===== config.mk =====
export PLATFORM = sky130hd
export DESIGN_NAME = vdc_fsm_32bit_flat
export DESIGN_NICKNAME = d
export VERILOG_FILES = /design/src/rtl/vdc_fsm_32bit_if.sv /design/src/rtl/vdc_fsm_32bit.sv /design/src/flat_wrapper.sv
export SDC_FILE = /design/constraint.sdc
export NUM_CORES = 1
export LEC_CHECK = 0
export BUFFER_PORTS_ARGS = -buffer_cell sky130_fd_sc_hd__buf_4
export CORE_UTILIZATION = 66
export DETAILED_ROUTE_END_ITERATION = 7
export PLACE_DENSITY = 0.79
export RECOVER_POWER = 25
export REMOVE_ABC_BUFFERS = 1
export SYNTH_ARGS = -nofsm -noshare
export SYNTH_HDL_FRONTEND = slang
export SYNTH_SLANG_ARGS = --single-unit

===== constraint.sdc =====
create_clock -name clk -period 84.7 [get_ports clk]
set_input_delay 12.705 -clock clk [delete_from_list [all_inputs] [get_ports clk]]
set_output_delay 12.705 -clock clk [all_outputs]
set_load 0.1 [all_outputs]

===== src/rtl/vdc_fsm_32bit_if.sv =====
// -----------------------------------------------------------------------------
// vdc_fsm_32bit_if
// Bundles the start/ready/done handshake, operands and result of the
// van der Corput engine.
//   start     : request, sampled only while ready=1
//   k_in      : 32-bit index, sampled on the accepting edge
//   base_sel  : 00=2, 01=3, 10=5, 11=7, sampled on the accepting edge
//   result    : Q16.16 fraction, bits [31:16] always 0
//   done      : one-cycle pulse, result valid
//   ready     : high only while the engine is idle
//   state_dbg : current FSM state (0=IDLE 1=DIGIT 2=DIV 3=DONE)
// Modports: master (requester), slave (engine).
// -----------------------------------------------------------------------------
interface vdc_fsm_32bit_if;
  logic        start;
  logic [31:0] k_in;
  logic [1:0]  base_sel;
  logic [31:0] result;
  logic        done;
  logic        ready;
  logic [1:0]  state_dbg;

  modport master (
    output start, k_in, base_sel,
    input  result, done, ready, state_dbg
  );

  modport slave (
    input  start, k_in, base_sel,
    output result, done, ready, state_dbg
  );
endinterface


===== src/rtl/vdc_fsm_32bit.sv =====
// -----------------------------------------------------------------------------
// vdc_fsm_32bit
// Multi-cycle radical-inverse (van der Corput) engine. Converts a 32-bit index
// k into vdc(k, base) as an unsigned Q16.16 fraction in [0,1), base 2/3/5/7.
//
// Ports:
//   clk : rising-edge clock
//   rst : asynchronous, active-high reset (aborts a job, no done)
//   bus : vdc_fsm_32bit_if.slave (start/k_in/base_sel in, result/done/ready/
//         state_dbg out)
//
// Handshake: a job is accepted on a rising edge where start=1 and ready=1.
// ready is high only in IDLE; start at any other time is ignored (no queue).
// done pulses for exactly one cycle when result has been updated; result
// holds until the end of the next job.
//
// Flow: DIGIT peels one base digit per cycle, building R (digit-reversed
// numerator) and D = base^N. DIV then produces floor(R*2^16/D) by restoring
// division, one quotient bit per cycle, MSB first.
//
// Optional feature, macro VDC_ROUND_EN: when defined, DIV runs one extra
// iteration and the extra LSB rounds the quotient half-up, saturating at
// 0x0000FFFF (one cycle more latency). Undefined: plain truncation.
// -----------------------------------------------------------------------------
module vdc_fsm_32bit #(
  parameter int FRAC_BITS = 16,
  parameter int ACC_W     = 36
) (
  input  logic             clk,
  input  logic             rst,
  vdc_fsm_32bit_if.slave   bus
);

`ifdef VDC_ROUND_EN
  localparam int ITER = FRAC_BITS + 1;
`else
  localparam int ITER = FRAC_BITS;
`endif
  localparam int QW    = ITER;
  localparam int CNT_W = $clog2(ITER + 1);

  typedef enum logic [1:0] {
    S_IDLE  = 2'd0,
    S_DIGIT = 2'd1,
    S_DIV   = 2'd2,
    S_DONE  = 2'd3
  } state_t;

  state_t             state_q, state_d;
  logic [31:0]        k_q, k_d;
  logic [1:0]         base_q, base_d;
  logic [ACC_W-1:0]   r_q, r_d;
  logic [ACC_W-1:0]   d_q, d_d;
  logic [ACC_W:0]     rem_q, rem_d;
  logic [QW-1:0]      quo_q, quo_d;
  logic [CNT_W-1:0]   cnt_q, cnt_d;
  logic [31:0]        result_q, result_d;

  // Combinational helpers
  logic [ACC_W-1:0]   base_w;
  logic [31:0]        digit_q;
  logic [2:0]         digit_r;
  logic [ACC_W:0]     shifted;
  logic               div_bit;
  logic [QW-1:0]      q_next;
`ifdef VDC_ROUND_EN
  logic [FRAC_BITS:0] rsum;
`endif

  always_ff @(posedge clk or posedge rst) begin
    if (rst) begin
      state_q  <= S_IDLE;
      k_q      <= '0;
      base_q   <= '0;
      r_q      <= '0;
      d_q      <= '0;
      rem_q    <= '0;
      quo_q    <= '0;
      cnt_q    <= '0;
      result_q <= '0;
    end else begin
      state_q  <= state_d;
      k_q      <= k_d;
      base_q   <= base_d;
      r_q      <= r_d;
      d_q      <= d_d;
      rem_q    <= rem_d;
      quo_q    <= quo_d;
      cnt_q    <= cnt_d;
      result_q <= result_d;
    end
  end

  always_comb begin
    state_d  = state_q;
    k_d      = k_q;
    base_d   = base_q;
    r_d      = r_q;
    d_d      = d_q;
    rem_d    = rem_q;
    quo_d    = quo_q;
    cnt_d    = cnt_q;
    result_d = result_q;
`ifdef VDC_ROUND_EN
    rsum     = '0;
`endif

    // Digit extraction: divide by a constant, so each arm is a fixed divider.
    case (base_q)
      2'b00: begin
        base_w  = ACC_W'(2);
        digit_q = k_q >> 1;
        digit_r = {2'b00, k_q[0]};
      end
      2'b01: begin
        base_w  = ACC_W'(3);
        digit_q = k_q / 32'd3;
        digit_r = 3'(k_q % 32'd3);
      end
      2'b10: begin
        base_w  = ACC_W'(5);
        digit_q = k_q / 32'd5;
        digit_r = 3'(k_q % 32'd5);
      end
      default: begin
        base_w  = ACC_W'(7);
        digit_q = k_q / 32'd7;
        digit_r = 3'(k_q % 32'd7);
      end
    endcase

    // Restoring-division step; rem_q < D always, so the shift cannot lose bits.
    shifted = rem_q << 1;
    div_bit = (shifted >= {1'b0, d_q});
    q_next  = (quo_q << 1) | QW'(div_bit);

    case (state_q)
      S_IDLE: begin
        if (bus.start) begin
          k_d     = bus.k_in;
          base_d  = bus.base_sel;
          r_d     = '0;
          d_d     = ACC_W'(1);
          state_d = S_DIGIT;
        end
      end

      S_DIGIT: begin
        if (k_q != 32'd0) begin
          k_d = digit_q;
          r_d = r_q * base_w + ACC_W'(digit_r);
          d_d = d_q * base_w;
        end else begin
          rem_d   = {1'b0, r_q};
          quo_d   = '0;
          cnt_d   = '0;
          state_d = S_DIV;
        end
      end

      S_DIV: begin
        rem_d = div_bit ? (shifted - {1'b0, d_q}) : shifted;
        quo_d = q_next;
        cnt_d = cnt_q + CNT_W'(1);
        if (cnt_q == CNT_W'(ITER - 1)) begin
`ifdef VDC_ROUND_EN
          // Extra LSB is the half-unit; add it and clamp at all-ones.
          rsum = {1'b0, q_next[QW-1:1]} + (FRAC_BITS + 1)'(q_next[0]);
          if (rsum[FRAC_BITS]) begin
            result_d = 32'({FRAC_BITS{1'b1}});
          end else begin
            result_d = 32'(rsum[FRAC_BITS-1:0]);
          end
`else
          result_d = 32'(q_next);
`endif
          state_d = S_DONE;
        end
      end

      S_DONE: begin
        state_d = S_IDLE;
      end

      default: begin
        state_d = S_IDLE;
      end
    endcase
  end

  assign bus.result    = result_q;
  assign bus.done      = (state_q == S_DONE);
  assign bus.ready     = (state_q == S_IDLE);
  assign bus.state_dbg = state_q;

endmodule


===== src/flat_wrapper.sv =====
// flat-port wrapper written by rule: the top's interface ports become plain ports
module vdc_fsm_32bit_flat 
#(
  parameter int FRAC_BITS = 16,
  parameter int ACC_W     = 36
)
  (clk, rst, bus_start, bus_k_in, bus_base_sel, bus_result, bus_done, bus_ready, bus_state_dbg);
  vdc_fsm_32bit_if bus_i ();
  input  logic clk;
  input  logic rst;
  input wire logic [$bits(bus_i.start)-1:0] bus_start;
  input wire logic [$bits(bus_i.k_in)-1:0] bus_k_in;
  input wire logic [$bits(bus_i.base_sel)-1:0] bus_base_sel;
  output wire logic [$bits(bus_i.result)-1:0] bus_result;
  output wire logic [$bits(bus_i.done)-1:0] bus_done;
  output wire logic [$bits(bus_i.ready)-1:0] bus_ready;
  output wire logic [$bits(bus_i.state_dbg)-1:0] bus_state_dbg;
  assign bus_i.start = bus_start;
  assign bus_i.k_in = bus_k_in;
  assign bus_i.base_sel = bus_base_sel;
  assign bus_result = bus_i.result;
  assign bus_done = bus_i.done;
  assign bus_ready = bus_i.ready;
  assign bus_state_dbg = bus_i.state_dbg;
  vdc_fsm_32bit #(.FRAC_BITS(FRAC_BITS), .ACC_W(ACC_W)) u_core (.clk(clk), .rst(rst), .bus(bus_i));
endmodule

Word level (Yosys, flattened, before mapping)
Index checks and enable logic that the tools add are counted.
- bitwise operators: 1
- order comparisons: 1
- eq/ne operators: 10
- multipliers: 2
- reduce and logical (&&, ||, !) cells: 10
- add/subtract/negate cells: 3
- div/mod/pow operators: 6
- mux-type cells: 23
- shifts and indexed selects: 0
- operators by type and width (cell ; number):
    36-bit two-way mux ; 6
    36-bit case mux with 2 select lines ; 3
    32-bit case mux with 3 select lines ; 1
    36-bit by 36-bit multiplier with 36-bit output ; 2
    32-bit by 3-bit divider with 32-bit output, second input constant ; 2
    32-bit by 3-bit modulo with 32-bit output, second input constant ; 2
    32-bit two-way mux ; 2
    32-bit case mux with 2 select lines ; 1
    37-bit by 36-bit >= comparator with 1-bit output ; 1
    36-bit by 3-bit adder with 36-bit output ; 1
    36-bit subtractor ; 1
    32-bit by 2-bit divider with 32-bit output, second input constant ; 1
    32-bit by 2-bit modulo with 32-bit output, second input constant ; 1
    32-bit nonzero test ; 1
    15-bit case mux with 2 select lines ; 1
    3-bit case mux with 3 select lines ; 2
    16-bit by 1-bit bitwise OR with 16-bit output ; 1
    15-bit two-way mux ; 1
    5-bit case mux with 2 select lines ; 1
    2-bit case mux with 4 select lines ; 1
    2-bit == test, second input constant ; 3
    2-bit two-way mux ; 3
    2-bit AND reduction ; 3
    3-bit AND reduction ; 2
    8 further kinds ; 13
- output and inout bits: 36
- bits in read-only memories: 0
- bits in registers: 180
- memories kept: 0
- bits in latches: 0
- word-level logic and storage cells: 65
- bits in writable memories: 0

Depth between registers and ports, before layout
- depth in word-level cells: 6
- mapped depth: 311

Worst setup path before layout
OpenSTA, ideal clock, no wires.
- kind: register to register
- start point: register u_core.base_q[0]
- end point: register u_core.r_q[34]
- library setup time: 133 ps
- buffers on the path: 16
- path slack: 19767 ps
- stages on the path, launching flop included: 307
- data arrival time: 64800 ps
- cell sequence: dfrtp_1 > clkbuf_1 > nand2b_1 > clkbuf_1 > clkbuf_1 > inv_1 > ha_1 > or3b_1 > a21oi_1 > nor2_1 > ha_1 > a21oi_1 > nand2_1 > o31ai_1 > inv_1 > ha_1 > a21o_1 > a31oi_2 > (+271 left out) > a21oi_1 > o21bai_1 > a21oi_1 > o21bai_1 > a21oi_1 > o21bai_1 > a21oi_1 > nor2b_1 > o21ai_0 > nand2b_1 > a21o_1 > a21o_1 > a21o_1 > a21o_1 > a21o_1 > a21oi_1 > xor2_1 > o21ai_0
- longest elaborated chain between the ends: 6
- elaborated cells on any way between the ends: 9
- ends and longest elaborated chain (item ; line ; source):
    start: declaration ; vdc_fsm_32bit.sv:51 ; logic [1:0] base_q, base_d;
    start signal: assignment ; vdc_fsm_32bit.sv:84 ; base_q <= base_d;
    2-bit == test, or another cell as far along ; vdc_fsm_32bit.sv:109 ; case (base_q)
    3-bit case mux with 3 select lines ; vdc_fsm_32bit.sv:109 ;
    36-bit by 36-bit multiplier with 36-bit output ; vdc_fsm_32bit.sv:151 ; r_d = r_q * base_w + ACC_W'(digit_r);
    36-bit by 3-bit adder with 36-bit output (*) ; vdc_fsm_32bit.sv:151 ;
    36-bit two-way mux (*) ; vdc_fsm_32bit.sv:149 ; if (k_q != 32'd0) begin
    36-bit case mux with 2 select lines (*) ; vdc_fsm_32bit.sv:137 ; case (state_q)
    end signal: assignment ; vdc_fsm_32bit.sv:85 ; r_q <= r_d;
    end: declaration ; vdc_fsm_32bit.sv:52 ; logic [ACC_W-1:0] r_q, r_d;
Mark *: on every way between the ends. The rest lies on a longest branch, timed or not. The select of a mux whose other input is x is not followed.
A chain may end at the register's enable or synchronous reset.

Final worst setup path
Same ends and word-level chain as after synthesis.

==> summary.txt <==
Status
  • Status: finished with violations
  • Failing checks: max-capacitance violations, max-slew violations

Floorplan
  • Core Region: around 47000 um2
  • Die area: 48500 um2
  • Chip height: ~220 um
  • Rows: 79
  • IO Pins: 73
  • Starting density of the core: 67.2%
  • Horiz. Die Dim: between 200 and 250 um

Synth
  • Sequential area share after synthesis: 14.3%
  • Synth Register Bits: 180
  • Post-synthesis compound-gate area fraction: a little under 30%
  • Post-synthesis async set-or-reset flop share: 100%
  • Post-Synth XOR/XNOR Area: 9.32%
  • Main synth FF type: dfrtp_1
  • Area fraction of the dominant cell type after synthesis: ~14%
  • Distinct cell type count after synthesis: 139
  • Mux cell area share after synthesis: 3.57%
  • Synth Area in Adders: 13.0%
  • Synth Area in Simple Gates: 24.8%
  • Synth Instances: 4189
  • Syn Std Cell Area: 31400 um2
  • Combinational family with the most area after synthesis: compound AO/OA/AOI/OAI gates
  • Synth area leaders: dfrtp_1 14%, ha_1 8.3%, nand2_1 6.3%
  • YS warnings: 0
  • Average size of a mapped cell: approximately 7.5 um2
  • EDFF count, synth: 0
  • Yosys top cell by area: dfrtp_1

Timing
  • Maximum clock rate: 13.2 MHz
  • Worst-margin pin slew: 5.85 ns
  • Setup-violating endpoint count in the final report: 0
  • Min cycle time layout: about 76 ns
  • Tcrit/Tclk final: approximately nine tenths
  • Post-Route Skew: 0.0174 ns
  • Final setup TNS: 0 ns
  • Slew margin rel.: -292%
  • Slew Viols, Final: around 310
  • Hold Fails Final Rpt: 0
  • RSZ-0062 raised after global routing: no

Route
  • DRC viols: 0
  • Uppermost layer routed: met5
  • DRT Pass-1 Iters: 6
  • WL per Instance: ~19 um
  • DR vias: around 31k
  • Met2 wire length: roughly 40 mm
  • M1 WL: 39.8 mm
  • WL met3: between 5 and 6 mm
  • Total Wirelength: 87.7 mm
  • Detailed Route Iter0 Violations: around 2.8k
  • DR vias/cell: roughly 6.6
  • Routed Antenna Nets: 0

CTS
  • CTS resizes: 0
  • TritonCTS buffer count: 17
  • Post-CTS Repair Setup Buffers: 0
  • Clock sink count: 180
  • TritonCTS clock tree: built
  • Cts-stage hold buffer count: 0
  • Clk slew on worst S/H paths: 0.07 ns
  • Root buffer selected by CTS: clkbuf_16
  • Latest clock arrival within the worst-skew pair: around 0.45 ns
  • Longest Clk Path Bufs: 2
  • CTS HTree Levels: 4

Placement
  • Cells after DPL: 4707
  • Detailed Place HPWL: 67.4 mm
  • Dpl cell area: 32000 um2
  • Placer Congestion: 0.971
  • PortBufs: 56

Worst setup path
  • Most Frequent Cell on Critical Path: a21oi_1
  • Worst EP required: between 80 and 90 ns
  • Crit-path slowest cell: or4_1
  • Worst Path Arrival: approximately 76 ns
  • Startpoint types: flop
  • Worst setup path class: flop to flop
  • Crit-path max FO: 18
  • CP peak stage delay: 0.70 ns
  • CP Capture Type: flop

Global route
  • First-pass GRT wire length: ~150 mm
  • GRT overflow: 0
  • Gr usage total: 36.1%
  • Initial antenna violation count: 2
  • Largest net degree at the start of global routing: 127
  • Number of global-route vias before repair: approximately 30k

Layout
  • Post-Layout Cell Count: approximately 4.7k
  • Layout area overhead: 3.81%
  • Design Area, Final: 32600 um2
  • Share of cells above drive strength 1: about 7.3%
  • Nets@finish: 4436

Hold path
  • Type of the worst min-delay path: flop to flop

Job
  • Maxcap violations: 4
critical path: cells and delay by family, from the launching register on:
kind,cells,cell delay (ns)
compound gates,118,28.38
xor+xnor,26,5.39
fa+ha+maj,35,10.65
buf+inv,12,1.24
flops,1,0.59
mux,3,1.10
simple gates,96,28.01
worst paths after layout:
path	from	endpoint	slack, ns	cells after the start
max in group asynchronous	rst	u_core.base_q[1]	67.75	2
hold / removal	u_core.cnt_q[4]	u_core.cnt_q[4]	0.48	2
min in group asynchronous	rst	u_core.k_q[17]	14.11	2
setup reg to reg	u_core.base_q[0]	u_core.r_q[34]	9.03	290
hold reg to reg	u_core.cnt_q[4]	u_core.cnt_q[4]	0.48	2
setup / recovery	u_core.base_q[0]	u_core.r_q[34]	9.03	290
synth_stat cells, types with 38 or more instances:
master	count
nand2_1	530
nor2_1	292
a21oi_1	276
inv_1	263
o21ai_0	260
xnor2_1	223
ha_1	208
dfrtp_1	180
a21o_1	141
clkbuf_1	112
nand3_1	108
xor2_1	106
nor3_1	87
fa_1	72
mux2i_1	66
nand4_1	61
o21bai_1	60
and2_1	55
o22ai_1	47
or3_1	45
o211ai_1	44
nand2b_1	40
a31oi_1	39
and3_1	39
o31ai_1	38
cells in the final DEF (no fill, tap or decap), drive strengths merged, types with 42 or more instances in the layout:
master and count:
o21ai 288, xnor2 223, nor3 105, o21bai 60
o31ai 43, a21o 142, nor4 44, ha 208
a21oi 286, fa 72, mux2i 69, nor2 296
and2 56, inv 268, o211ai 50, a31oi 42
nand4 65, nand3 110, nand2 534, dfrtp 180
a211oi 49, xor2 106, buf 69, o22ai 47
or3 48
per-stage QoR:
| stage | hold slack, ns | setup WS (ns) | utilization [%] |
|---|---|---|---|
| floorplan | 0.450 | 16.64 | - |
| global placement | 0.464 | 12.62 | 68.5 |
| detailed placement | 0.470 | 10.07 | 68.5 |
| CTS | 0.486 | 9.91 | 69.8 |
| global route | 0.524 | 2.11 | 69.7 |
| finish | 0.482 | 9.03 | 69.7 |
flip-flops by register name, indices dropped and copies added (netlist names):
name / cells
u_core.cnt_q: 5
u_core.base_q: 2
u_core.k_q: 32
u_core.quo_q: 15
u_core.r_q: 36
u_core.rem_q: 36
u_core.bus.state_dbg: 2
u_core.d_q: 36
u_core.bus.result: 16
kinds of logic after synthesis:
logic type / after synthesis
and+or+nand+nor: 1517
AOI/OAI and AO/OA: 1329
buffers and inverters: 443
xor gates and xnor gates: 331
adders and majority gates: 283
DFF: 180
muxes: 105
other: 1
per-layer routing:
metal	global-route usage (%)	up-vias
li1	-	15200
met1	49.4	14800
met2	59.7	1108
met3	3.24	211
met4	11.9	4
met5	0	-
final cells by class:
cell class	instances	area, um2
inverter	264	992
antenna	1	2.50
multi-input combinational	3581	25200
tap	607	759
timing repair buffer	75	548
sequential	180	4510
fill	4090	14200
clock buffer	17	425
clock inverter	12	170
Power is left out: the tool's default activity adds up to more than one toggle a clock period on the data nets, which glitch-free logic cannot reach.
